$ cat src/rtl/dma_pkg.sv
// Shared DMA definitions: DW-enable encodings, tag width default,
// and dwen helpers used by the completion packer and read controller.
package dma_pkg;

  localparam int TAG_W_DEF = 8;

  localparam logic [3:0] DWEN_1 = 4'b0001;
  localparam logic [3:0] DWEN_2 = 4'b0011;
  localparam logic [3:0] DWEN_3 = 4'b0111;
  localparam logic [3:0] DWEN_4 = 4'b1111;

  function automatic logic [3:0] dwen_of(input logic [2:0] n);
    logic [3:0] m;
    case (n)
      3'd1:    m = DWEN_1;
      3'd2:    m = DWEN_2;
      3'd3:    m = DWEN_3;
      3'd4:    m = DWEN_4;
      default: m = 4'b0000;
    endcase
    return m;
  endfunction

  function automatic logic [4:0] dwen_bytes(input logic [3:0] dwen);
    logic [2:0] c;
    c = {2'b0, dwen[0]} + {2'b0, dwen[1]}
      + {2'b0, dwen[2]} + {2'b0, dwen[3]};
    return {c, 2'b00};
  endfunction

endpackage

$ cat src/rtl/dw_compactor.sv
// Lane-0 justifies the lowest contiguous run of valid DWs in a beat
// and reports its length plus whether the mask was contiguous.
module dw_compactor (
  input  logic [3:0]   dwen,
  input  logic [127:0] din,
  output logic [127:0] dout,
  output logic [2:0]   n,
  output logic         contig
);

  logic [1:0]   start;
  logic         found;
  logic         stop;
  logic [3:0]   run;
  logic [127:0] shifted;

  always_comb begin
    start = 2'd0;
    found = 1'b0;
    for (int i = 0; i < 4; i++) begin
      if (!found && dwen[i]) begin
        start = 2'(i);
        found = 1'b1;
      end
    end
  end

  always_comb begin
    n    = 3'd0;
    stop = 1'b0;
    run  = 4'b0000;
    for (int i = 0; i < 4; i++) begin
      if (i >= int'(start) && !stop) begin
        if (dwen[i]) begin
          n      = n + 3'd1;
          run[i] = 1'b1;
        end else begin
          stop = 1'b1;
        end
      end
    end
  end

  assign shifted = din >> {start, 5'b00000};

  always_comb begin
    dout = '0;
    for (int k = 0; k < 4; k++) begin
      if (k < int'(n))
        dout[32*k +: 32] = shifted[32*k +: 32];
    end
  end

  assign contig = (run == dwen);

endmodule

$ cat src/rtl/completion_packer.sv
// Re-packs completion payload beats into lane-0 justified words,
// flushing the residual as one partial word at completion end.
module completion_packer
  import dma_pkg::*;
#(
  parameter int TAG_W    = TAG_W_DEF,
  parameter int DW_LANES = 4
) (
  input  logic                  i_clk,
  input  logic                  i_rst,
  input  logic                  cpl_valid,
  output logic                  cpl_ready,
  input  logic                  cpl_sop,
  input  logic                  cpl_eop,
  input  logic                  cpl_last,
  input  logic [TAG_W-1:0]      cpl_tag,
  input  logic [32*DW_LANES-1:0] cpl_data,
  input  logic [DW_LANES-1:0]   cpl_dwen,
  output logic                  packer_valid,
  output logic [TAG_W-1:0]      packer_tag,
  output logic [32*DW_LANES-1:0] packer_dout,
  output logic [DW_LANES-1:0]   packer_dout_dwen,
  output logic                  packer_done,
  output logic                  err_seq
);

  typedef enum logic {RUN, FLUSH} state_t;

  state_t           state, state_n;
  logic [1:0]       r, r_n;
  logic [95:0]      res, res_n;
  logic [TAG_W-1:0] tag_q, tag_n;
  logic             open, open_n;
  logic             flast, flast_n;

  logic             v_n, done_n, err_n;
  logic [TAG_W-1:0] otag_n;
  logic [127:0]     dout_n;
  logic [3:0]       dwen_n;

  logic [127:0]     cpacked;
  logic [2:0]       n;
  logic             contig;

  dw_compactor u_cmp (
    .dwen   (cpl_dwen),
    .din    (cpl_data),
    .dout   (cpacked),
    .n      (n),
    .contig (contig)
  );

  logic             acc;
  logic [1:0]       base_r;
  logic [95:0]      res_eff;
  logic [2:0]       t;
  logic [223:0]     merged;
  logic [TAG_W-1:0] tag_use;

  // A sop always starts clean, discarding any stale residual.
  assign acc     = cpl_valid && cpl_ready;
  assign base_r  = cpl_sop ? 2'd0 : r;
  assign res_eff = cpl_sop ? 96'd0 : res;
  assign t       = {1'b0, base_r} + n;
  assign merged  = ({96'd0, cpacked} << {base_r, 5'b00000})
                 | {128'd0, res_eff};
  assign tag_use = cpl_sop ? cpl_tag : tag_q;

  always_comb begin
    state_n = state;
    r_n     = r;
    res_n   = res;
    tag_n   = tag_q;
    open_n  = open;
    flast_n = flast;
    v_n     = 1'b0;
    done_n  = 1'b0;
    err_n   = 1'b0;
    otag_n  = '0;
    dout_n  = '0;
    dwen_n  = 4'b0000;
    if (state == FLUSH) begin
      v_n     = 1'b1;
      dout_n  = {32'd0, res};
      dwen_n  = dwen_of({1'b0, r});
      done_n  = flast;
      otag_n  = tag_q;
      r_n     = 2'd0;
      res_n   = '0;
      state_n = RUN;
    end else if (acc) begin
      if (cpl_dwen == 4'b0000) begin
        err_n = 1'b1;
      end else begin
        err_n = !contig || (cpl_sop && r != 2'd0)
             || (!cpl_sop && !open);
        if (cpl_sop)
          tag_n = cpl_tag;
        open_n = !cpl_eop;
        if (t >= 3'd4) begin
          v_n    = 1'b1;
          otag_n = tag_use;
          dout_n = merged[127:0];
          dwen_n = DWEN_4;
          r_n    = t[1:0];
          res_n  = merged[223:128];
          if (cpl_eop && t == 3'd4) begin
            done_n = cpl_last;
          end else if (cpl_eop) begin
            state_n = FLUSH;
            flast_n = cpl_last;
          end
        end else if (cpl_eop) begin
          v_n    = 1'b1;
          otag_n = tag_use;
          dout_n = merged[127:0];
          dwen_n = dwen_of(t);
          done_n = cpl_last;
          r_n    = 2'd0;
          res_n  = '0;
        end else begin
          r_n   = t[1:0];
          res_n = merged[95:0];
        end
      end
    end
  end

  always_ff @(posedge i_clk) begin
    if (i_rst) begin
      state            <= RUN;
      r                <= 2'd0;
      res              <= '0;
      tag_q            <= '0;
      open             <= 1'b0;
      flast            <= 1'b0;
      cpl_ready        <= 1'b0;
      packer_valid     <= 1'b0;
      packer_tag       <= '0;
      packer_dout      <= '0;
      packer_dout_dwen <= '0;
      packer_done      <= 1'b0;
      err_seq          <= 1'b0;
    end else begin
      state            <= state_n;
      r                <= r_n;
      res              <= res_n;
      tag_q            <= tag_n;
      open             <= open_n;
      flast            <= flast_n;
      cpl_ready        <= (state_n == RUN);
      packer_valid     <= v_n;
      packer_tag       <= otag_n;
      packer_dout      <= dout_n;
      packer_dout_dwen <= dwen_n;
      packer_done      <= done_n;
      err_seq          <= err_n;
    end
  end

endmodule
$ cat config.mk
export PLATFORM = sky130hd
export DESIGN_NAME = completion_packer
export DESIGN_NICKNAME = d
export VERILOG_FILES = /design/src/rtl/dma_pkg.sv /design/src/rtl/dw_compactor.sv /design/src/rtl/completion_packer.sv
export SDC_FILE = /design/constraint.sdc
export NUM_CORES = 1
export LEC_CHECK = 0
export ABC_AREA = 1
export ABC_CLOCK_PERIOD_IN_PS = 6800
export BUFFER_PORTS_ARGS = -buffer_cell sky130_fd_sc_hd__buf_4
export CORE_MARGIN = 1
export CORE_UTILIZATION = 55
export CTS_CLUSTER_DIAMETER = 60
export DETAILED_ROUTE_END_ITERATION = 16
export PLACE_DENSITY = 0.8
export SLEW_MARGIN = 10
export SYNTH_ARGS = -nofsm -noshare
export SYNTH_HDL_FRONTEND = slang
export SYNTH_HIERARCHICAL = 1
export SYNTH_SLANG_ARGS = --single-unit
$ cat constraint.sdc
create_clock -name i_clk -period 6.8 [get_ports i_clk]
set_input_delay 1.36 -clock i_clk [delete_from_list [all_inputs] [get_ports i_clk]]
set_output_delay 1.36 -clock i_clk [all_outputs]
set_load 0.1 [all_outputs]
; ---- After elaboration in Yosys (flattened, before gate mapping)
; Index checks and enable logic that the tools add are counted.
[word_totals]
regBits = 253
output_inout_bits = 144
in_bits = 146
[op_classes]
n_addsub = 4
n_eq_ne = 8
mux = 72
shift = 2
bitwise_logic = 6
n_reduce_logical = 28
n_lt_le_gt_ge = 8
[ops]
columns = cell, n
row1 = $mux 96, 6
row2 = $mux 128, 2
row3 = $or 224x96->224, 1
row4 = $shl 128x7->224, 1
row5 = $mux 32, 4
row6 = $shr 128x7->128, 1
row7 = $mux 8, 6
row8 = $mux 1, 35
row9 = $mux 3, 7
row10 = $mux 4, 5
row11 = $pmux 4 s4, 1
row12 = $mux 2, 5
row13 = $add 3x1->3 const B, 3
row14 = $logic_and 1x1->1, 9
row15 = $logic_not 1->1, 9
row16 = $pmux 3 s3, 1
row17 = $eq 3x2->1 const B, 2
row18 = $lt 1x3->1 const A, 2
row19 = $lt 2x3->1 const A, 2
row20 = $reduce_and 6->1, 1
row21 = $not 1->1, 5
row22 = $eq 2x2->1 const B, 2
row23 = $eq 4x4->1, 1
row24 = $ge 1x2->1 const A, 2
row25 = other kinds (14), 15

; ---- Longest topological paths before layout
; Gate-level depths: netlist of the first run.
[depth]
word_depth = 30
ltp_mapped = 24

; ---- By module
; The synthesis of the first run kept the hierarchy.
[by_module_without_submodules]
columns = module, cells_per_inst, n_inst, area_per_inst_um2
row1 = completion_packer, 2543, 1, 15010.6
row2 = dw_compactor, 792, 1, 3398.3

; ---- Worst setup path before layout of the first run
; OpenSTA, ideal clock, no wires.
[synth_path]
path_type = input port to flip-flop
startpoint = input port cpl_dwen[0]
endpoint = register res[10]
t_arrival_ps = 3955
setup_slack_ps = 2728
cell_stages = 23
n_path_buf = 3
required_time_ps = 6683
path_cell_list = clkbuf_1 ha_1 nand2_1 inv_1 ha_1 nand3_1 nand2_1 ha_1 inv_1 nand2_1 nand2_1 inv_1 xor2_1 inv_1 ha_1 inv_1 nand3_2 nand3_2 buf_6 buf_6 nor2_1 nor2_1 nor2_1
[synth_via]
elab_chain_len = 27
word_cells_on_any_way = 54
classes_between = add/sub (4) / order compare (8) / shift (2) / mux (26) / bitwise (2) / reduce/logical (12)
[synth_rtl]
columns = item, line
row1 = start: declaration, completion_packer.sv:18  ; input logic [DW_LANES-1:0] cpl_dwen,
row2 = $mux 1, "dw_compactor.sv:21, dw_compactor.sv:34"
row3 = $logic_not 1->1, dw_compactor.sv:21  ; if (!found && dwen[i]) begin
row4 = $logic_and 1x1->1, dw_compactor.sv:21
row5 = $mux 1, dw_compactor.sv:21
row6 = $logic_not 1->1, dw_compactor.sv:21
row7 = $logic_and 1x1->1, dw_compactor.sv:21
row8 = $mux 1, dw_compactor.sv:21
row9 = $logic_not 1->1, dw_compactor.sv:21
row10 = (+12 left out), --
row11 = $mux 3 (*), dw_compactor.sv:33  ; if (i >= int'(start) && !stop) begin
row12 = named net n[1], completion_packer.sv:42  ; logic [2:0] n;
row13 = $lt 1x3->1 or $lt 2x3->1 (tied branches), dw_compactor.sv:49  ; if (k < int'(n))
row14 = $mux 32, dw_compactor.sv:49
row15 = $shl 128x7->224, completion_packer.sv:65  ; assign merged = ({96'd0, cpacked} << {base_r, 5'b00000})
row16 = $or 224x96->224, completion_packer.sv:66  ; | {128'd0, res_eff};
row17 = $mux 96, completion_packer.sv:113  ; end else if (cpl_eop) begin
row18 = $mux 96 (*), completion_packer.sv:100  ; if (t >= 3'd4) begin
row19 = end signal: assignment, completion_packer.sv:147  ; res <= res_n;
row20 = end: declaration, completion_packer.sv:31  ; logic [95:0] res, res_n;
; The timed path passes the listed nets; every way through them passes the cells marked *.
; A chain may end at the register's enable or synchronous reset.

; ---- Final worst setup path of the first run
[layout_path]
startpoint = input port cpl_dwen[1]
endpoint = register res[35]
[layout_via]
elab_chain_len = 25
word_cells_on_any_way = 50
classes_between = add/sub (4) / order compare (8) / shift (2) / mux (23) / bitwise (2) / reduce/logical (11)
[layout_rtl]
columns = item, line
row1 = $logic_and 1x1->1, dw_compactor.sv:21
row2 = $mux 1, dw_compactor.sv:21
row3 = $logic_not 1->1, dw_compactor.sv:21
row4 = $logic_and 1x1->1, dw_compactor.sv:21
row5 = $mux 1, dw_compactor.sv:21
row6 = $logic_not 1->1, dw_compactor.sv:21
row7 = $logic_and 1x1->1, dw_compactor.sv:21
row8 = $mux 2, dw_compactor.sv:21
row9 = (+10 left out), --
row10 = $mux 3 (*), dw_compactor.sv:33
row11 = named net n[1], completion_packer.sv:42
row12 = $lt 1x3->1 or $lt 2x3->1 (tied branches), dw_compactor.sv:49
row13 = $mux 32, dw_compactor.sv:49
row14 = $shl 128x7->224, completion_packer.sv:65
row15 = $or 224x96->224, completion_packer.sv:66
row16 = $mux 96, completion_packer.sv:113
row17 = $mux 96 (*), completion_packer.sv:100
; Marked as above.

==> results of run 1 <==
## area by class of cell
cell class | count | area [µm²]
Fill cell | 3226 | 11700
Multi-Input combinational cell | 2533 | 10900
Sequential cell | 253 | 5070
Timing Repair Buffer | 311 | 2400
Inverter | 292 | 1100
Clock buffer | 45 | 856
Tap cell | 442 | 553
Clock inverter | 7 | 103
## Yosys cell counts (all sizes together), types with 2 or more instances
master,count
nand2,1131
nand3,535
nor2,493
inv,291
dfxtp,253
o21ai,177
buf,173
a21oi,119
clkbuf,84
nor3,33
a21boi,32
ha,5
nand3b,2
nand4,2
## kinds of logic (layout without fill, tap and decap cells)
| kind of cell | count (synthesis) | in the layout | share of synthesized area (%) |
|---|---|---|---|
| AND/OR/NAND/NOR | 2196 | 2196 | 49.1 |
| buffers and inverters | 549 | 655 | 13.5 |
| AO/OA/AOI/OAI | 331 | 331 | 9.57 |
| flip-flops | 253 | 253 | 27.5 |
| adder cells (fa/ha/maj) | 5 | 5 | 0.340 |
| XOR/XNOR | 1 | 1 | 0.0476 |
## worst max-delay path, stage by stage
cell and delay, ns:
sky130_fd_sc_hd__buf_4 0.13, sky130_fd_sc_hd__ha_1 0.30, sky130_fd_sc_hd__nand2_1 0.09, sky130_fd_sc_hd__inv_1 0.04, sky130_fd_sc_hd__ha_1 0.27, sky130_fd_sc_hd__nand3_1 0.11
sky130_fd_sc_hd__nand2_1 0.06, sky130_fd_sc_hd__ha_1 0.26, sky130_fd_sc_hd__inv_1 0.05, sky130_fd_sc_hd__nand2_1 0.04, sky130_fd_sc_hd__nand2_1 0.13, sky130_fd_sc_hd__inv_1 0.12
sky130_fd_sc_hd__xor2_1 0.16, sky130_fd_sc_hd__inv_1 0.06, sky130_fd_sc_hd__ha_1 0.17, sky130_fd_sc_hd__inv_1 0.11, sky130_fd_sc_hd__nand3_2 0.17, sky130_fd_sc_hd__nand2_4 0.89
sky130_fd_sc_hd__buf_4 0.32, sky130_fd_sc_hd__nand2_1 0.06, sky130_fd_sc_hd__nand2_1 0.05, sky130_fd_sc_hd__nor2_1 0.05, sky130_fd_sc_hd__nor2_1 0.10
## per-stage QoR
| step | utilization (%) | hold WS [ns] |
|---|---|---|
| finish | 64.2 | 0.461 |
| global route | 64.2 | 0.474 |
| CTS | 64.2 | 0.463 |
| detailed placement | 61.2 | 0.455 |
| global placement | 61.2 | 0.450 |
| floorplan | - | 0.436 |
## sequential cells by signal (all words and copies together) (netlist names)
register / cells
cpl_ready: 1
err_seq: 1
flast: 1
open: 1
packer_done: 1
packer_dout: 128
packer_dout_dwen: 4
packer_tag: 8
packer_valid: 1
r: 2
res: 96
state: 1
tag_q: 8
## worst max path at each step
stage / startpoint / end / slack [ns] / depth (start not counted)
finish: cpl_dwen[1] / res[35] / 2.11 / 23
global route: cpl_dwen[1] / res[42] / 1.73 / 23
floorplan: cpl_dwen[0] / res[10] / 2.73 / 23
detailed placement: cpl_dwen[1] / res[35] / 1.59 / 23
global placement: cpl_dwen[1] / res[35] / 1.69 / 24
CTS: cpl_dwen[1] / res[35] / 2.15 / 23
## power by group through the flow
stage,Sequential (mW),Clock [mW],Combinational [mW]
after floorplan,1.72,0,0.807
after global placement,1.61,0,1.21
after detailed placement,1.61,0,1.24
after CTS,1.58,1.59,1.24
after global routing,1.59,1.65,1.40
final,1.58,1.59,1.27
## cell usage in the layout, fill, tap and decap left out, types with 2 or more instances in the layout
master                         n
sky130_fd_sc_hd__clkbuf_16    29
sky130_fd_sc_hd__a21boi_0     12
sky130_fd_sc_hd__clkinv_2      3
sky130_fd_sc_hd__buf_4       306
sky130_fd_sc_hd__nor3_1       33
sky130_fd_sc_hd__clkbuf_8      7
sky130_fd_sc_hd__a21oi_1     118
sky130_fd_sc_hd__nand4_1       2
sky130_fd_sc_hd__o21ai_1      23
sky130_fd_sc_hd__inv_1       282
sky130_fd_sc_hd__a21boi_1     20
sky130_fd_sc_hd__buf_12        5
sky130_fd_sc_hd__nor2_4        3
sky130_fd_sc_hd__inv_2         7
sky130_fd_sc_hd__nand3b_1      2
sky130_fd_sc_hd__nand3_2       3
sky130_fd_sc_hd__clkbuf_1      9
sky130_fd_sc_hd__nand3_1     531
sky130_fd_sc_hd__bufinv_16     2
sky130_fd_sc_hd__o21ai_0     153
sky130_fd_sc_hd__nand2_4       4
sky130_fd_sc_hd__nor2_1      490
sky130_fd_sc_hd__nand2_2       6
sky130_fd_sc_hd__ha_1          5
sky130_fd_sc_hd__nand2_1    1120
sky130_fd_sc_hd__dfxtp_1     252
## metal layers
metal | vias up | track usage, % | share of wire, %
met5 | - | 0 | 0
met4 | 0 | 36.9 | 10
met3 | 292 | 5.03 | 6.9
met2 | 1044 | 67.5 | 48
met1 | 10100 | 40.5 | 35
li1 | 10600 | - | -
==> metrics.txt, run 1 <==
# TYPE chip_impl_metric gauge
chip_impl_metric{name="routed_via_density",unit=""} 5.67
chip_impl_metric{name="finalHoldViolations",unit=""} 0
chip_impl_info{name="dominantRegCellSynth",value="sky130_fd_sc_hd__dfxtp_1"} 1
chip_impl_metric{name="finalCritPeriodShare",unit="%"} 68.9
chip_impl_metric{name="post-cts-setup-buffer-count",unit=""} 0
chip_impl_metric{name="postSynthAreaPerCell",unit="µm²"} 5.52
chip_impl_info{name="min_delay_endpoint",value="packer_tag[0]"} 1
chip_impl_metric{name="ir_drop",unit="mV"} 0.189
chip_impl_metric{name="worst_ep_arrival_time",unit="ns"} 5.16
chip_impl_metric{name="reg2regPathDepth",unit=""} 12
chip_impl_info{name="min-delay-path-class",value="reg -> reg"} 1
chip_impl_metric{name="rows",unit=""} 66
chip_impl_metric{name="netlist_instances",unit=""} 3335
chip_impl_metric{name="total_switching_power",unit="mW"} 1.60
chip_impl_metric{name="max_slew.worst_pin.slew",unit="ns"} 1.20
chip_impl_metric{name="final_layout_size_suffix_gt1_share",unit="%"} 11.2
chip_impl_metric{name="floorplan.initialDensity",unit="%"} 56.3
chip_impl_info{name="netlist_top_cells_area",value="sky130_fd_sc_hd__dfxtp_1 28%, sky130_fd_sc_hd__nand2_1 23%, sky130_fd_sc_hd__nand3_1 14%"} 1
chip_impl_metric{name="worst-r2r-setup-slack",unit="ns"} 3.61
chip_impl_metric{name="cp.required",unit="ns"} 7.27
chip_impl_metric{name="routed-via-count",unit=""} 22000
chip_impl_metric{name="seqPwrFrac",unit="%"} 35.7
chip_impl_info{name="endpoint_kind",value="register"} 1
chip_impl_metric{name="finClkSkew",unit="ns"} 0.0113
chip_impl_info{name="setup_repair_after_global_routing_missed_its_margin",value="no"} 1
chip_impl_metric{name="power_switching_share",unit="%"} 36.1
chip_impl_metric{name="cap_viol_max_count",unit=""} 0
chip_impl_metric{name="p_leak",unit="nW"} 10.6
chip_impl_metric{name="drt_wl_total",unit="µm"} 67500
chip_impl_metric{name="buffer_ports.inserted",unit=""} 289
chip_impl_info{name="critical_path.reg2reg.endpoint",value="res[35]"} 1
chip_impl_metric{name="place.gp.congestion",unit=""} 0.936
chip_impl_info{name="crit-reg2reg-launch",value="r[1]"} 1
chip_impl_info{name="outcome",value="finished, final reports clean"} 1
chip_impl_metric{name="die-area",unit="µm²"} 34200
chip_impl_metric{name="pre_cts_ws",unit="ns"} 1.59
chip_impl_info{name="clock-root-buffer",value="sky130_fd_sc_hd__clkbuf_16"} 1
chip_impl_metric{name="grt_first_pass_wirelength",unit="µm"} 105000
chip_impl_metric{name="cts-buffers-inserted",unit=""} 28
chip_impl_metric{name="postPlaceCellArea",unit="µm²"} 20000
chip_impl_metric{name="cts_hold_buf",unit=""} 0
chip_impl_metric{name="detailedPlacementHpwl",unit="µm"} 43600
chip_impl_metric{name="layout.cells.non_filler",unit=""} 3883
chip_impl_metric{name="p_int",unit="mW"} 2.84
chip_impl_metric{name="routed_wire_length_per_instance",unit="µm"} 17.4
chip_impl_metric{name="post_synth_num_cell_types",unit=""} 32
chip_impl_metric{name="level_count_of_the_clock_h_tree",unit=""} 1
chip_impl_metric{name="fin_crit_period",unit="ns"} 4.69
chip_impl_metric{name="synth_sequential_area_ratio",unit="%"} 27.5
chip_impl_metric{name="syn-cell-area",unit="µm²"} 18400
chip_impl_metric{name="power.combinational.fraction",unit="%"} 28.6
chip_impl_metric{name="setup_total_negative_slack",unit="ns"} 0
chip_impl_metric{name="placed_cells",unit=""} 3831
chip_impl_metric{name="grt_pass1_vias",unit=""} 20900
chip_impl_metric{name="design.final.nets",unit=""} 3570
chip_impl_metric{name="io_pins",unit=""} 290
chip_impl_metric{name="cts_sinks",unit=""} 253
chip_impl_metric{name="setup_violations",unit=""} 0
chip_impl_metric{name="whs_path_depth",unit=""} 2
chip_impl_metric{name="synth-seq-cells",unit=""} 253
chip_impl_metric{name="synth-async-reset-ratio",unit="%"} 0
chip_impl_metric{name="drt_iter0_drc",unit=""} 2144
chip_impl_metric{name="insertedDiodeCount",unit=""} 0
chip_impl_metric{name="synthDominantCellAreaShare",unit="%"} 27.5
chip_impl_metric{name="final_area",unit="µm²"} 21000
chip_impl_metric{name="synth-edff-count",unit=""} 0
chip_impl_metric{name="power_per_cell_area",unit="nW/µm²"} 212
chip_impl_metric{name="clk-insertion-delay-late",unit="ns"} 0.55
chip_impl_metric{name="core-area",unit="µm²"} 32700
chip_impl_metric{name="grt.total_usage",unit="%"} 38.9
chip_impl_metric{name="total_power_consumption_of_the_routed_design",unit="mW"} 4.44
chip_impl_info{name="yosys.area.top_type",value="sky130_fd_sc_hd__dfxtp_1"} 1
chip_impl_metric{name="clk_pin_slew",unit="ns"} 0.06
chip_impl_metric{name="slew_violations",unit=""} 0
chip_impl_metric{name="postSynthNetCount",unit=""} 3486
chip_impl_metric{name="p_clk_share",unit="%"} 35.7
chip_impl_metric{name="signed_area_change_from_the_synthesized_netlist_to_the_final_layout",unit="%"} 14.0
chip_impl_metric{name="antenna_found_initial",unit=""} 0
chip_impl_metric{name="gr-total-overflow",unit=""} 0
chip_impl_metric{name="grt_start_max_net_pins",unit=""} 105
chip_impl_metric{name="die_w",unit="µm"} 185
chip_impl_info{name="critical_path_start_type",value="primary input"} 1
chip_impl_metric{name="detail-route-antenna-nets",unit=""} 0
chip_impl_info{name="tritoncts",value="built"} 1
chip_impl_metric{name="cts_resized",unit=""} 0
chip_impl_metric{name="dieHeight",unit="µm"} 185
chip_impl_info{name="hold_path.startpoint",value="tag_q[0]"} 1
chip_impl_metric{name="drcViolationCount",unit=""} 0
chip_impl_metric{name="worstPathMaxFanout",unit=""} 92
chip_impl_metric{name="fmax",unit="GHz"} 0.213
chip_impl_metric{name="max_slew_margin",unit="%"} 20.2
chip_impl_metric{name="final.setup.worst_slack",unit="ns"} 2.11
chip_impl_metric{name="ys_warn_count",unit=""} 6
chip_impl_info{name="timing_worst_setup_path_type",value="in -> reg"} 1
chip_impl_metric{name="clock_path_buffers",unit=""} 3
chip_impl_metric{name="first_pass_iters",unit=""} 6
Power figures use the tool's default switching activity.
==> inputs of run 2 (changes only) <==
--- a/config.mk
+++ b/config.mk
@@ -6,10 +6,10 @@
 export NUM_CORES = 1
 export LEC_CHECK = 0
 export ABC_AREA = 1
-export ABC_CLOCK_PERIOD_IN_PS = 6800
+export ABC_CLOCK_PERIOD_IN_PS = 4000
 export BUFFER_PORTS_ARGS = -buffer_cell sky130_fd_sc_hd__buf_4
 export CORE_MARGIN = 1
-export CORE_UTILIZATION = 55
+export CORE_UTILIZATION = 53
 export CTS_CLUSTER_DIAMETER = 60
 export DETAILED_ROUTE_END_ITERATION = 16
 export PLACE_DENSITY = 0.8
==> constraint.sdc (replaced) <==
create_clock -name i_clk -period 4 [get_ports i_clk]
set_input_delay 0.8 -clock i_clk [delete_from_list [all_inputs] [get_ports i_clk]]
set_output_delay 0.8 -clock i_clk [all_outputs]
set_load 0.1 [all_outputs]
==> run 2 against run 1 <==
Compared with the run above:
- clock power is 66% higher
- core utilization is 0.67 points lower
- register-to-register slack worse by 2.0 ns
- critical endpoint is now packer_dout[50]
- highest routed layer unchanged
- global-route usage is 0.58 points lower
- cell count is 1.1% higher
==> metrics.txt, run 2 (synthesis gave the netlist of run 1 again) <==
# TYPE chip_impl_metric gauge
chip_impl_metric{name="routed-via-count",unit=""} 22200
chip_impl_metric{name="fmax",unit="GHz"} 0.275
chip_impl_metric{name="place.gp.congestion",unit=""} 0.902
chip_impl_metric{name="postLayoutCoreUtil",unit="%"} 63.5
chip_impl_metric{name="postPlaceCellArea",unit="µm²"} 20600
chip_impl_metric{name="post-cts-setup-buffer-count",unit=""} 0
chip_impl_metric{name="ir_drop",unit="mV"} 0.421
chip_impl_metric{name="cts-buffers-inserted",unit=""} 27
chip_impl_metric{name="layout.cells.non_filler",unit=""} 3927
chip_impl_metric{name="core-area",unit="µm²"} 33900
chip_impl_metric{name="cap_viol_max_count",unit=""} 0
chip_impl_metric{name="largest_register_ffs",unit=""} 128
chip_impl_metric{name="signed_area_change_from_the_synthesized_netlist_to_the_final_layout",unit="%"} 16.8
chip_impl_metric{name="p_leak",unit="nW"} 10.9
chip_impl_metric{name="floorplan.initialDensity",unit="%"} 54.4
chip_impl_metric{name="whs_path_depth",unit=""} 3
chip_impl_metric{name="grt_pass1_vias",unit=""} 21300
chip_impl_metric{name="drt_iter0_drc",unit=""} 2278
chip_impl_metric{name="routed_wire_length_per_instance",unit="µm"} 17.6
chip_impl_metric{name="drcViolationCount",unit=""} 0
chip_impl_metric{name="slew_violations",unit=""} 0
chip_impl_info{name="largest_register",value="packer_dout"} 1
chip_impl_metric{name="clk_pin_slew",unit="ns"} 0.07
chip_impl_metric{name="fin_crit_period",unit="ns"} 3.64
chip_impl_metric{name="finClkSkew",unit="ns"} 0.0142
chip_impl_metric{name="final_area",unit="µm²"} 21500
chip_impl_metric{name="worst-r2r-setup-slack",unit="ns"} 1.63
chip_impl_metric{name="sequential_cell_area",unit="µm²"} 5070
chip_impl_metric{name="max_slew.worst_pin.slew",unit="ns"} 1.11
chip_impl_info{name="critical_path_start_type",value="primary input"} 1
chip_impl_metric{name="antenna_found_initial",unit=""} 0
chip_impl_metric{name="multi_input_area",unit="µm²"} 10900
chip_impl_metric{name="pre_cts_ws",unit="ns"} -0.0358
chip_impl_metric{name="detailedPlacementHpwl",unit="µm"} 45400
chip_impl_metric{name="worst_path_largest_cell_delay",unit="ns"} 0.71
chip_impl_metric{name="reg2regPathDepth",unit=""} 10
chip_impl_metric{name="routed_via_density",unit=""} 5.67
chip_impl_metric{name="max_slew_margin",unit="%"} 25.9
chip_impl_metric{name="die-area",unit="µm²"} 35500
chip_impl_metric{name="io_pins",unit=""} 290
chip_impl_metric{name="hold-worst-slack",unit="ns"} 0.451
chip_impl_metric{name="clock_path_buffers",unit=""} 3
chip_impl_metric{name="clk-insertion-delay-late",unit="ns"} 0.56
chip_impl_metric{name="level_count_of_the_clock_h_tree",unit=""} 1
chip_impl_metric{name="grt_start_max_net_pins",unit=""} 224
chip_impl_metric{name="grt.total_usage",unit="%"} 38.3
chip_impl_info{name="cp_cell_sequence",value="buf_4 > buf_4 > inv_2 > buf_4 > nand2_4 > buf_4 > nand2_1 > nand2_1 > o21ai_0 > nand2_1 > inv_1 > nand2_1 > nand2_1 > nand2_1 > nand2_1 > nand3_1 > a21oi_1"} 1
chip_impl_metric{name="final.setup.worst_slack",unit="ns"} 0.357
chip_impl_metric{name="final_layout_size_suffix_gt1_share",unit="%"} 12.4
chip_impl_metric{name="setup_total_negative_slack",unit="ns"} 0
chip_impl_metric{name="total_power_consumption_of_the_routed_design",unit="mW"} 7.60
chip_impl_metric{name="drt_wl_total",unit="µm"} 69300
chip_impl_metric{name="design.final.nets",unit=""} 3609
chip_impl_metric{name="finalHoldViolations",unit=""} 0
chip_impl_info{name="clock-root-buffer",value="sky130_fd_sc_hd__clkbuf_16"} 1
chip_impl_metric{name="rows",unit=""} 67
chip_impl_metric{name="worstPathMaxFanout",unit=""} 95
chip_impl_metric{name="buffer_ports.inserted",unit=""} 289
chip_impl_metric{name="insertedDiodeCount",unit=""} 0
chip_impl_info{name="setup_repair_after_global_routing_missed_its_margin",value="no"} 1
chip_impl_metric{name="die_w",unit="µm"} 188
chip_impl_metric{name="cts_hold_buf",unit=""} 0
chip_impl_info{name="final_cell_mix",value="1120 x sky130_fd_sc_hd__nand2_1, 531 x sky130_fd_sc_hd__nand3_1, 490 x sky130_fd_sc_hd__nor2_1"} 1
chip_impl_metric{name="cts_resized",unit=""} 0
chip_impl_metric{name="first_pass_iters",unit=""} 7
chip_impl_info{name="endpoint_kind",value="register"} 1
chip_impl_metric{name="power_per_cell_area",unit="nW/µm²"} 353
chip_impl_metric{name="cp.required",unit="ns"} 4.48
chip_impl_info{name="timing_worst_setup_path_type",value="in -> reg"} 1
chip_impl_info{name="crit_path_frequent_cell",value="sky130_fd_sc_hd__nand2_1"} 1
chip_impl_metric{name="gr-total-overflow",unit=""} 0
chip_impl_info{name="min-delay-path-class",value="in -> reg"} 1
chip_impl_metric{name="grt_first_pass_wirelength",unit="µm"} 109000
chip_impl_info{name="final_common_cell",value="sky130_fd_sc_hd__nand2_1"} 1
chip_impl_metric{name="worst_ep_arrival_time",unit="ns"} 4.12
chip_impl_metric{name="placed_cells",unit=""} 3877
chip_impl_info{name="tritoncts",value="built"} 1
chip_impl_info{name="critPathSlowestCell",value="sky130_fd_sc_hd__buf_4"} 1
chip_impl_info{name="layout_top_registers",value="packer_dout: 128 flops, res: 96 flops"} 1
chip_impl_metric{name="dieHeight",unit="µm"} 188
chip_impl_metric{name="cts_sinks",unit=""} 253
chip_impl_metric{name="finalCritPeriodShare",unit="%"} 91.1
chip_impl_metric{name="detail-route-antenna-nets",unit=""} 0
chip_impl_info{name="outcome",value="finished, final reports clean"} 1
chip_impl_metric{name="number_of_filler_instances_in_the_final_layout",unit=""} 3326
chip_impl_metric{name="setup_violations",unit=""} 0
-- run 2: cell type report --
| type | count | area share, % |
|---|---|---|
| clock buffer | 27 | 3.14 |
| tap | 448 | 2.61 |
| inverter | 292 | 5.11 |
| multi-input combinational | 2533 | 50.7 |
| clock inverter | 23 | 1.15 |
| sequential | 253 | 23.6 |
| timing repair buffer | 351 | 13.7 |
-- run 2: where the power goes --
part	leakage (nW)	switching [mW]	internal [mW]
clock	0.439	1.18	1.46
combinational	8.36	1.58	0.683
sequential	2.06	0.0701	2.62
-- run 2: critical path, delay by kind of cell --
kind | cells | cell delay (ns)
compound gates | 2 | 0.52
buf+inv | 6 | 1.45
simple gates | 9 | 1.31
-- run 2: routing by layer --
layer / GRT usage, % / wire length [µm] / up-vias
li1: - / - / 10700
met1: 40.8 / 24400 / 10200
met2: 66.3 / 33100 / 1066
met3: 5.59 / 5150 / 293
met4: 33.3 / 6690 / 0
met5: 0 / 0 / -
-- run 2: worst paths after layout --
check,startpoint,to
worst max-delay path,cpl_dwen[0],packer_dout[50]
worst max register to register,r[0],res[53]
worst min-delay path,cpl_last,flast
worst min register to register,tag_q[1],packer_tag[1]
